--- src/rtl/coef_seq_ctrl_pkg.sv ---
// Shared definitions for the coefficient sequencer: FSM state encoding and
// default geometry of the coefficient ROM walk.
package coef_seq_ctrl_pkg;

  typedef enum logic [1:0] {
    ST_IDLE  = 2'd0,
    ST_RUN   = 2'd1,
    ST_FLUSH = 2'd2,
    ST_DONE  = 2'd3
  } state_e;

  localparam int DATA_WIDTH_DEF = 12;
  localparam int NUM_TAPS_DEF   = 4;
  localparam int ADDR_WIDTH_DEF = 2;

endpackage

--- src/rtl/coef_seq_ctrl.sv ---
// Coefficient sequencer: takes one sample per handshake, walks the external
// coefficient ROM and drives registered MAC strobes, then holds result-valid.
module coef_seq_ctrl
  import coef_seq_ctrl_pkg::*;
#(
  parameter int DATA_WIDTH = DATA_WIDTH_DEF,
  parameter int NUM_TAPS   = NUM_TAPS_DEF,
  parameter int ADDR_WIDTH = ADDR_WIDTH_DEF
) (
  input  logic                  clk,
  input  logic                  rst_n,
  input  logic                  i_soft_clr,
  input  logic                  i_in_valid,
  output logic                  o_in_ready,
  input  logic [DATA_WIDTH-1:0] i_in_data,
  output logic [ADDR_WIDTH-1:0] o_rom_r_address,
  input  logic [DATA_WIDTH-1:0] i_rom_r_data,
  output logic                  o_mac_clr,
  output logic                  o_mac_en,
  output logic [DATA_WIDTH-1:0] o_mac_coef,
  output logic [DATA_WIDTH-1:0] o_mac_sample,
  output logic                  o_out_valid,
  input  logic                  i_out_ready,
  output logic                  o_busy
);

  localparam int CNT_W = ADDR_WIDTH + 1;
  localparam logic [CNT_W-1:0] LAST_TAP = CNT_W'(NUM_TAPS - 1);

  state_e                r_state;
  state_e                w_state_nxt;
  logic [CNT_W-1:0]      r_tap_cnt;
  logic [CNT_W-1:0]      w_tap_nxt;
  logic                  w_mac_en_nxt;
  logic                  w_mac_clr_nxt;
  logic                  w_coef_load;
  logic                  w_sample_load;
  logic                  w_out_valid_nxt;
  logic [ADDR_WIDTH-1:0] w_addr_nxt;

  logic                  r_in_ready;
  logic                  r_busy;
  logic                  r_mac_en;
  logic                  r_mac_clr;
  logic                  r_out_valid;
  logic [ADDR_WIDTH-1:0] r_rom_addr;
  logic [DATA_WIDTH-1:0] r_mac_coef;
  logic [DATA_WIDTH-1:0] r_mac_sample;

  // Next-state and next-output decode; soft clear overrides every state.
  always_comb begin
    w_state_nxt     = r_state;
    w_tap_nxt       = r_tap_cnt;
    w_mac_en_nxt    = 1'b0;
    w_mac_clr_nxt   = 1'b0;
    w_coef_load     = 1'b0;
    w_sample_load   = 1'b0;
    w_out_valid_nxt = r_out_valid;
    if (i_soft_clr) begin
      w_state_nxt     = ST_IDLE;
      w_tap_nxt       = {CNT_W{1'b0}};
      w_out_valid_nxt = 1'b0;
    end else begin
      case (r_state)
        ST_IDLE: begin
          w_tap_nxt       = {CNT_W{1'b0}};
          w_out_valid_nxt = 1'b0;
          if (i_in_valid) begin
            w_sample_load = 1'b1;
            w_state_nxt   = ST_RUN;
          end else begin
            w_state_nxt   = ST_IDLE;
          end
        end
        ST_RUN: begin
          w_coef_load   = 1'b1;
          w_mac_en_nxt  = 1'b1;
          w_mac_clr_nxt = (r_tap_cnt == {CNT_W{1'b0}});
          w_tap_nxt     = r_tap_cnt + {{(CNT_W-1){1'b0}}, 1'b1};
          if (r_tap_cnt == LAST_TAP) begin
            w_state_nxt = ST_FLUSH;
          end else begin
            w_state_nxt = ST_RUN;
          end
        end
        ST_FLUSH: begin
          w_state_nxt     = ST_DONE;
          w_out_valid_nxt = 1'b1;
        end
        ST_DONE: begin
          if (i_out_ready) begin
            w_state_nxt     = ST_IDLE;
            w_out_valid_nxt = 1'b0;
          end else begin
            w_state_nxt     = ST_DONE;
          end
        end
        default: begin
          w_state_nxt     = ST_IDLE;
          w_tap_nxt       = {CNT_W{1'b0}};
          w_out_valid_nxt = 1'b0;
        end
      endcase
    end
  end

  // The ROM address register tracks the tap about to be read, so it equals tap_cnt while in RUN.
  always_comb begin
    if (w_state_nxt == ST_RUN) begin
      w_addr_nxt = w_tap_nxt[ADDR_WIDTH-1:0];
    end else begin
      w_addr_nxt = {ADDR_WIDTH{1'b0}};
    end
  end

  // State, counter and registered output flops.
  always_ff @(posedge clk or negedge rst_n) begin
    if (!rst_n) begin
      r_state      <= ST_IDLE;
      r_tap_cnt    <= {CNT_W{1'b0}};
      r_in_ready   <= 1'b1;
      r_busy       <= 1'b0;
      r_mac_en     <= 1'b0;
      r_mac_clr    <= 1'b0;
      r_out_valid  <= 1'b0;
      r_rom_addr   <= {ADDR_WIDTH{1'b0}};
      r_mac_coef   <= {DATA_WIDTH{1'b0}};
      r_mac_sample <= {DATA_WIDTH{1'b0}};
    end else begin
      r_state     <= w_state_nxt;
      r_tap_cnt   <= w_tap_nxt;
      r_in_ready  <= (w_state_nxt == ST_IDLE);
      r_busy      <= (w_state_nxt != ST_IDLE);
      r_mac_en    <= w_mac_en_nxt;
      r_mac_clr   <= w_mac_clr_nxt;
      r_out_valid <= w_out_valid_nxt;
      r_rom_addr  <= w_addr_nxt;
      if (w_coef_load) begin
        r_mac_coef <= i_rom_r_data;
      end else begin
        r_mac_coef <= r_mac_coef;
      end
      if (w_sample_load) begin
        r_mac_sample <= i_in_data;
      end else begin
        r_mac_sample <= r_mac_sample;
      end
    end
  end

  assign o_in_ready      = r_in_ready;
  assign o_busy          = r_busy;
  assign o_mac_en        = r_mac_en;
  assign o_mac_clr       = r_mac_clr;
  assign o_out_valid     = r_out_valid;
  assign o_rom_r_address = r_rom_addr;
  assign o_mac_coef      = r_mac_coef;
  assign o_mac_sample    = r_mac_sample;

endmodule

--- config.mk ---
export PLATFORM = sky130hd
export DESIGN_NAME = coef_seq_ctrl
export DESIGN_NICKNAME = d
export VERILOG_FILES = /design/src/rtl/coef_seq_ctrl_pkg.sv /design/src/rtl/coef_seq_ctrl.sv
export SDC_FILE = /design/constraint.sdc
export NUM_CORES = 1
export LEC_CHECK = 0
export BUFFER_PORTS_ARGS = -buffer_cell sky130_fd_sc_hd__buf_2
export CAP_MARGIN = 20
export CELL_PAD_IN_SITES_DETAIL_PLACEMENT = 0
export CELL_PAD_IN_SITES_GLOBAL_PLACEMENT = 1
export CORE_ASPECT_RATIO = 1.5
export CORE_UTILIZATION = 37
export CTS_BUF_LIST = sky130_fd_sc_hd__clkbuf_16
export DETAILED_ROUTE_END_ITERATION = 6
export MAX_ROUTING_LAYER = met4
export PLACE_DENSITY_LB_ADDON = 0.1
export SYNTH_ARGS = -nofsm -noshare
export SYNTH_HDL_FRONTEND = slang
export SYNTH_SLANG_ARGS = --single-unit
--- constraint.sdc ---
create_clock -name clk -period 2.7 [get_ports clk]
set_clock_uncertainty 0.15 [all_clocks]
set_input_delay 0.54 -clock clk [delete_from_list [all_inputs] [get_ports clk]]
set_output_delay 0.54 -clock clk [all_outputs]
set_load 0.01 [all_outputs]
==> reports/qor.txt, run 1 <==
Largest cells by area after synthesis: dfrtp_1, mux2_2, ha_1, dfstp_2, a21oi_1
CTS Buffer Depth: 2
Max cap viols: 0
Filler cells: 358
Commonest cells after routing, fill and taps aside: buf_2, dfrtp_1, mux2_2, ha_1
Hold Crit Class: in2async
Ant diodes: 0
Static leakage: 0.977 nW
Sw frac: 22.8%
I/O pin total: 60
CTS buffer count: 5
DRT antenna net count: 0
Critical path required time: 2.70 ns
Final worst slack: 0.606 ns
Synth area leader: dfrtp_1
Violation count after the first detailed-route iteration: 19
Via-to-Cell Ratio: 4.90
Combinational share of power: 16.8%
P per Cell Area: 772 nW/um^2
Data arrival, critical path: 2.10 ns
Syn Inst Count: 104
Setup crit start kind: flop
First-pass GRT wire length: 4440 um
Final Hold Fails: 0
Sequential area share after synthesis: 60.4%
Routability-driven placement congestion ratio: 0.707
Syn_area_per_cell: 14.4 um^2
Vias: 1034
Tot GR Track Use: 14.8%
Post-CTS Resized: 0
Syn nets: 141
Layout area overhead: 33.3%
Worst skew pair latency: 0.27 ns
Slowest cell on crit path: nand3b_1
Critical path's largest stage delay: 0.56 ns
Die Area: 4300 um^2
Pin count of the biggest net entering global routing: 37
Crit path max fanout: 17
Slew @ Worst Pin: 0.766 ns
Synth top area share: 58.6%
CTS clock-pin slew for the worst setup and hold paths: 0.05 ns
TritonRoute pass-1 iters: 4
Fraction of layout cells with a size suffix above 1: 56.0%
Crit end category: flop
Yosys reg bits: 36
Core ar.: 3750 um^2
GRT Residual Overflow: 0
Vias in the first global route: 1031
Die Y: 79.8 um
Port-buffer cells: 59
VDD IR-drop max: 0.602 mV
Sw Pwr: 0.350 mW
Chip Width: 53.9 um
Max Clk Rate: 0.477 GHz
DRC: 0
Pint: 1.19 mW
Hold buffer count at CTS: 0
CTS tree: built
Multi-input gate area: 559 um^2
Clk sinks: 36
YS warnings: 0
Hold slack final: 0.183 ns
Post-route cell area: 1990 um^2
Clock root cell: clkbuf_16
Crit-path cells: inv_1, ha_1, nand3b_1, mux2_2
Synthesized area: 1490 um^2
Final setup fails: 0
Distinct cells, synth: 26
Num rows: 27
Run status: finished, final reports clean
Cell Area, Placed: 1830 um^2
Placed wire-length estimate: 1990 um
Initial antenna violation count: 0
Commonest non-fill, non-tap cell in the layout: buf_2
Fin crit period: 2.09 ns
Total Negative Setup Slacks: 0 ns
Slew margin rel.: 48.8%
Clock power share: 40.3%
Nets@finish: 204
Final Max Tran Viols: 0
Post CTS Setup Buffer Count: 0
Initial Utilization: 39.8%
Critical path class: reg2reg
Clock H-tree levels: 2
Seq pwr share: 43.0%
RSZ-0062 raised after global routing: false
FF/Latch Area: 902 um^2
Routed WL per cell: 12.5 um
WL final: 2640 um
Placement Setup Slack: 0.578 ns
Period utilisation layout: 77.6%
layout make-up:
type | instances | share of cell area (%)
Inverter | 5 | 0.942
Clock buffer | 5 | 6.28
Tap cell | 43 | 2.70
Multi-Input combinational cell | 60 | 28.1
Clock inverter | 3 | 1.88
Sequential cell | 36 | 45.3
Timing Repair Buffer | 59 | 14.8
per-layer routing:
layer / track usage [%] / routed length (um) / share of wire [%] / up-vias
met1: 14.3 / 931 / 35 / 497
met5: - / 0 / 0 / -
met3: 4.95 / 186 / 7.1 / 5
li1: - / - / - / 489
met2: 25.7 / 1480 / 56 / 43
met4: 6.32 / 34 / 1.3 / 0
worst max-delay path, delay by kind of cell (launching register included):
kind | cells | cell delay [ns]
and+or+nand+nor | 1 | 0.56
muxes | 1 | 0.49
DFF | 1 | 0.42
adders and majority gates | 1 | 0.24
buffers and inverters | 1 | 0.11
state kept, by name, indices dropped and copies added, names as in the netlist:
signal           flops
o_mac_en             1
o_mac_coef          12
r_state              2
o_mac_clr            1
o_rom_r_address      2
r_tap_cnt            3
o_in_ready           1
o_out_valid          1
o_busy               1
o_mac_sample        12
through the flow:
stage / power [mW] / util, % / std cells
floorplan: 0.805 / - / 104
global placement: 0.923 / 48.8 / 203
detailed placement: 0.935 / 48.8 / 203
CTS: 1.56 / 53.1 / 211
global route: 1.62 / 53.1 / 211
finish: 1.54 / 53.1 / 211
power by group through the flow:
| stage | logic (mW) | clock network, mW | registers, mW |
|---|---|---|---|
| 3_5_place_dp | 0.264 | 0 | 0.671 |
| 5_1_grt | 0.287 | 0.656 | 0.673 |
| 4_1_cts | 0.264 | 0.636 | 0.662 |
| 6_report | 0.258 | 0.620 | 0.661 |
| 2_1_floorplan | 0.0951 | 0 | 0.710 |
| 3_3_place_gp | 0.258 | 0 | 0.665 |
worst paths after layout:
path | from | end | slack (ns) | cells past startpoint
setup / recovery | r_state[1] | o_mac_sample[6] | 0.61 | 4
hold / removal | rst_n | o_mac_coef[1] | 0.18 | 1
setup reg to reg | r_state[1] | o_mac_sample[6] | 0.61 | 4
hold reg to reg | o_mac_coef[4] | o_mac_coef[4] | 0.35 | 1
max in group asynchronous | rst_n | o_out_valid | 1.73 | 1
min in group clk | i_in_data[7] | o_mac_sample[7] | 0.34 | 2
kinds of logic after synthesis:
logic type	after synthesis	share of synthesized area, %
AO/OA/AOI/OAI	13	5.78
adder cells (fa/ha/maj)	8	6.70
buffers and inverters	8	2.18
flip-flops	36	60.4
multiplexers	24	18.1
AND/OR/NAND/NOR	15	6.87
cells in the mapped netlist:
master	n
o21a_1	1
buf_2	2
o21ai_0	3
nor2b_1	2
a21boi_0	1
nor2_1	3
or2_4	1
dfrtp_1	35
mux2_2	24
nand3b_1	1
and3_1	1
or4b_4	1
or3b_2	1
a211oi_1	1
and2b_1	1
ha_1	8
nand2b_1	1
a21oi_1	4
clkbuf_1	1
a2111oi_0	1
o211ai_1	1
inv_1	5
nor3b_1	2
nor3_1	1
a211oi_2	1
dfstp_2	1
(Power assumes the default switching activity.)
==> run 2: changes to the inputs <==
Clock period 2.7 ns to 2.2 ns, I/O delays scaled along.
==> run 2 against run 1 <==
Compared with the run above: worst setup slack worse by 0.42 ns; global-route usage is 1.6 points higher; count of clock-buffer cells in the layout stayed put; via count is 1.5% higher; non-clock buffer count is 2 higher; fmax is 4.2% higher; sequential share of layout area is 0.17 points higher; core utilization is 0.20 points lower; hold slack worse by 0.085 ns; critical endpoint is now o_rom_r_address[0]; largest cell class unchanged.
==> reports/qor.txt, run 2 (synthesis results as in run 1) <==
Run status: finished, final reports clean (unchanged)
Vias: 1050 (was 1034)
RSZ-0062 raised after global routing: false (unchanged)
Slowest cell on crit path: or4b_4 (was nand3b_1)
Initial antenna violation count: 0 (unchanged)
Clk sinks: 36 (unchanged)
Placed wire-length estimate: 2140 um (was 1990 um)
Total power: 1.79 mW (was 1.54 mW)
Violation count after the first detailed-route iteration: 12 (was 19)
Clock root cell: clkbuf_16 (unchanged)
CTS tree: built (unchanged)
Max Clk Rate: 0.497 GHz (was 0.477 GHz)
FF-to-FF path depth: 5 (was 4)
Tot GR Track Use: 16.4% (was 14.8%)
Hold slack final: 0.0971 ns (was 0.183 ns)
DRC: 0 (unchanged)
Initial Utilization: 39.8% (unchanged)
GRT Residual Overflow: 0 (unchanged)
Final setup fails: 0 (unchanged)
Crit Reg-Reg Endpoint: o_rom_r_address[0] (was o_mac_sample[6])
Static leakage: 0.977 nW (about the same)
Crit-path cells: inv_1, ha_1, or2_4, or4b_4, a211oi_2 (was inv_1, ha_1, nand3b_1, mux2_2)
Post CTS Setup Buffer Count: 0 (unchanged)
Core ar.: 3750 um^2 (unchanged)
I/O pin total: 60 (unchanged)
Crit end category: flop (unchanged)
Vias in the first global route: 1131 (was 1031)
VDD IR-drop max: 0.634 mV (was 0.602 mV)
Ant diodes: 0 (unchanged)
Fraction of layout cells with a size suffix above 1: 56.5% (was 56.0%)
Die Area: 4300 um^2 (unchanged)
CTS clock-pin slew for the worst setup and hold paths: 0.06 ns (was 0.05 ns)
Hold Crit Class: in2async (unchanged)
Critical R2R Launch: r_state[1] (unchanged)
Period utilisation layout: 91.4% (was 77.6%)
Via-to-Cell Ratio: 4.93 (was 4.90)
Clock H-tree levels: 2 (unchanged)
WL final: 2870 um (was 2640 um)
Hold buffer count at CTS: 0 (unchanged)
Routability-driven placement congestion ratio: 0.692 (was 0.707)
Port-buffer cells: 59 (unchanged)
DRT antenna net count: 0 (unchanged)
Routed WL per cell: 13.5 um (was 12.5 um)
Post-route cell area: 1980 um^2 (was 1990 um^2)
Nets@finish: 206 (was 204)
Num rows: 27 (unchanged)
Util after Layout: 52.9% (was 53.1%)
Data arrival, critical path: 2.05 ns (was 2.10 ns)
Post-CTS Resized: 0 (unchanged)
Final Max Tran Viols: 0 (unchanged)
Die Y: 79.8 um (unchanged)
Critical path's largest stage delay: 0.52 ns (was 0.56 ns)
Critical path required time: 2.24 ns (was 2.70 ns)
P per Cell Area: 901 nW/um^2 (was 772 nW/um^2)
Commonest non-fill, non-tap cell in the layout: buf_2 (unchanged)
Crit path max fanout: 5 (was 17)
Setup crit start kind: flop (unchanged)
R2r setup slk: 0.19 ns (was 0.61 ns)
CTS Buffer Depth: 2 (unchanged)
Max cap viols: 0 (unchanged)
Layout area overhead: 32.8% (was 33.3%)
CTS buffer count: 5 (unchanged)
Commonest cells after routing, fill and taps aside: buf_2, dfrtp_1, mux2_2, ha_1, inv_1 (was buf_2, dfrtp_1, mux2_2, ha_1)
Chip Width: 53.9 um (unchanged)
Slew margin rel.: 47.9% (was 48.8%)
Critical path class: reg2reg (unchanged)
First-pass GRT wire length: 4870 um (was 4440 um)
Slew @ Worst Pin: 0.781 ns (was 0.766 ns)
Total Negative Setup Slacks: 0 ns (unchanged)
TritonRoute pass-1 iters: 4 (unchanged)
Worst skew pair latency: 0.27 ns (about the same)
Final Hold Fails: 0 (unchanged)
Cell Area, Placed: 1840 um^2 (was 1830 um^2)
Pin count of the biggest net entering global routing: 37 (unchanged)
Fin crit period: 2.01 ns (was 2.09 ns)
## run 2: area by class of cell
| cell class | count | area [um^2] |
|---|---|---|
| Timing Repair Buffer | 61 | 310 |
| Multi-Input combinational cell | 60 | 559 |
| Sequential cell | 36 | 902 |
| Fill cell | 339 | 1770 |
| Clock buffer | 5 | 125 |
| Clock inverter | 3 | 15.0 |
| Inverter | 5 | 18.8 |
| Tap cell | 43 | 53.8 |
## run 2: stage by stage
step	setup WS (ns)	cells
after floorplan	0.325	104
after global placement	0.251	205
after detailed placement	0.211	205
after CTS	0.192	213
after global routing	0.0907	213
final	0.189	213
## run 2: report_power, final
part,total (mW),switching [mW],internal (mW)
clock network,0.660,0.249,0.410
logic,0.320,0.150,0.170
registers,0.809,0.0438,0.765
total,1.79,0.443,1.35
## run 2: per-layer routing
layer / vias to the layer above / routed length, um / global-route usage (%)
li1: 489 / - / -
met1: 515 / 1000 / 15.6
met2: 42 / 1650 / 28.6
met3: 4 / 174 / 4.76
met4: 0 / 44 / 7.89
met5: - / 0 / -
## run 2: how the worst max path moves through the flow
stage	startpoint	endpoint	slack, ns	cells past startpoint
floorplan	r_state[1]	o_rom_r_address[0]	0.32	5
global placement	r_state[1]	o_rom_r_address[0]	0.25	5
detailed placement	r_state[1]	o_rom_r_address[0]	0.21	5
CTS	r_state[1]	o_rom_r_address[0]	0.19	5
global route	r_state[0]	o_rom_r_address[0]	0.09	5
finish	r_state[1]	o_rom_r_address[0]	0.19	5
## run 2: critical path: cells and delay by family (launching register included)
family,cells,cell delay (ns)
AO/OA/AOI/OAI,1,0.21
adder cells (fa/ha/maj),1,0.27
buffers and inverters,1,0.10
flip-flops,1,0.40
AND/OR/NAND/NOR,2,0.79
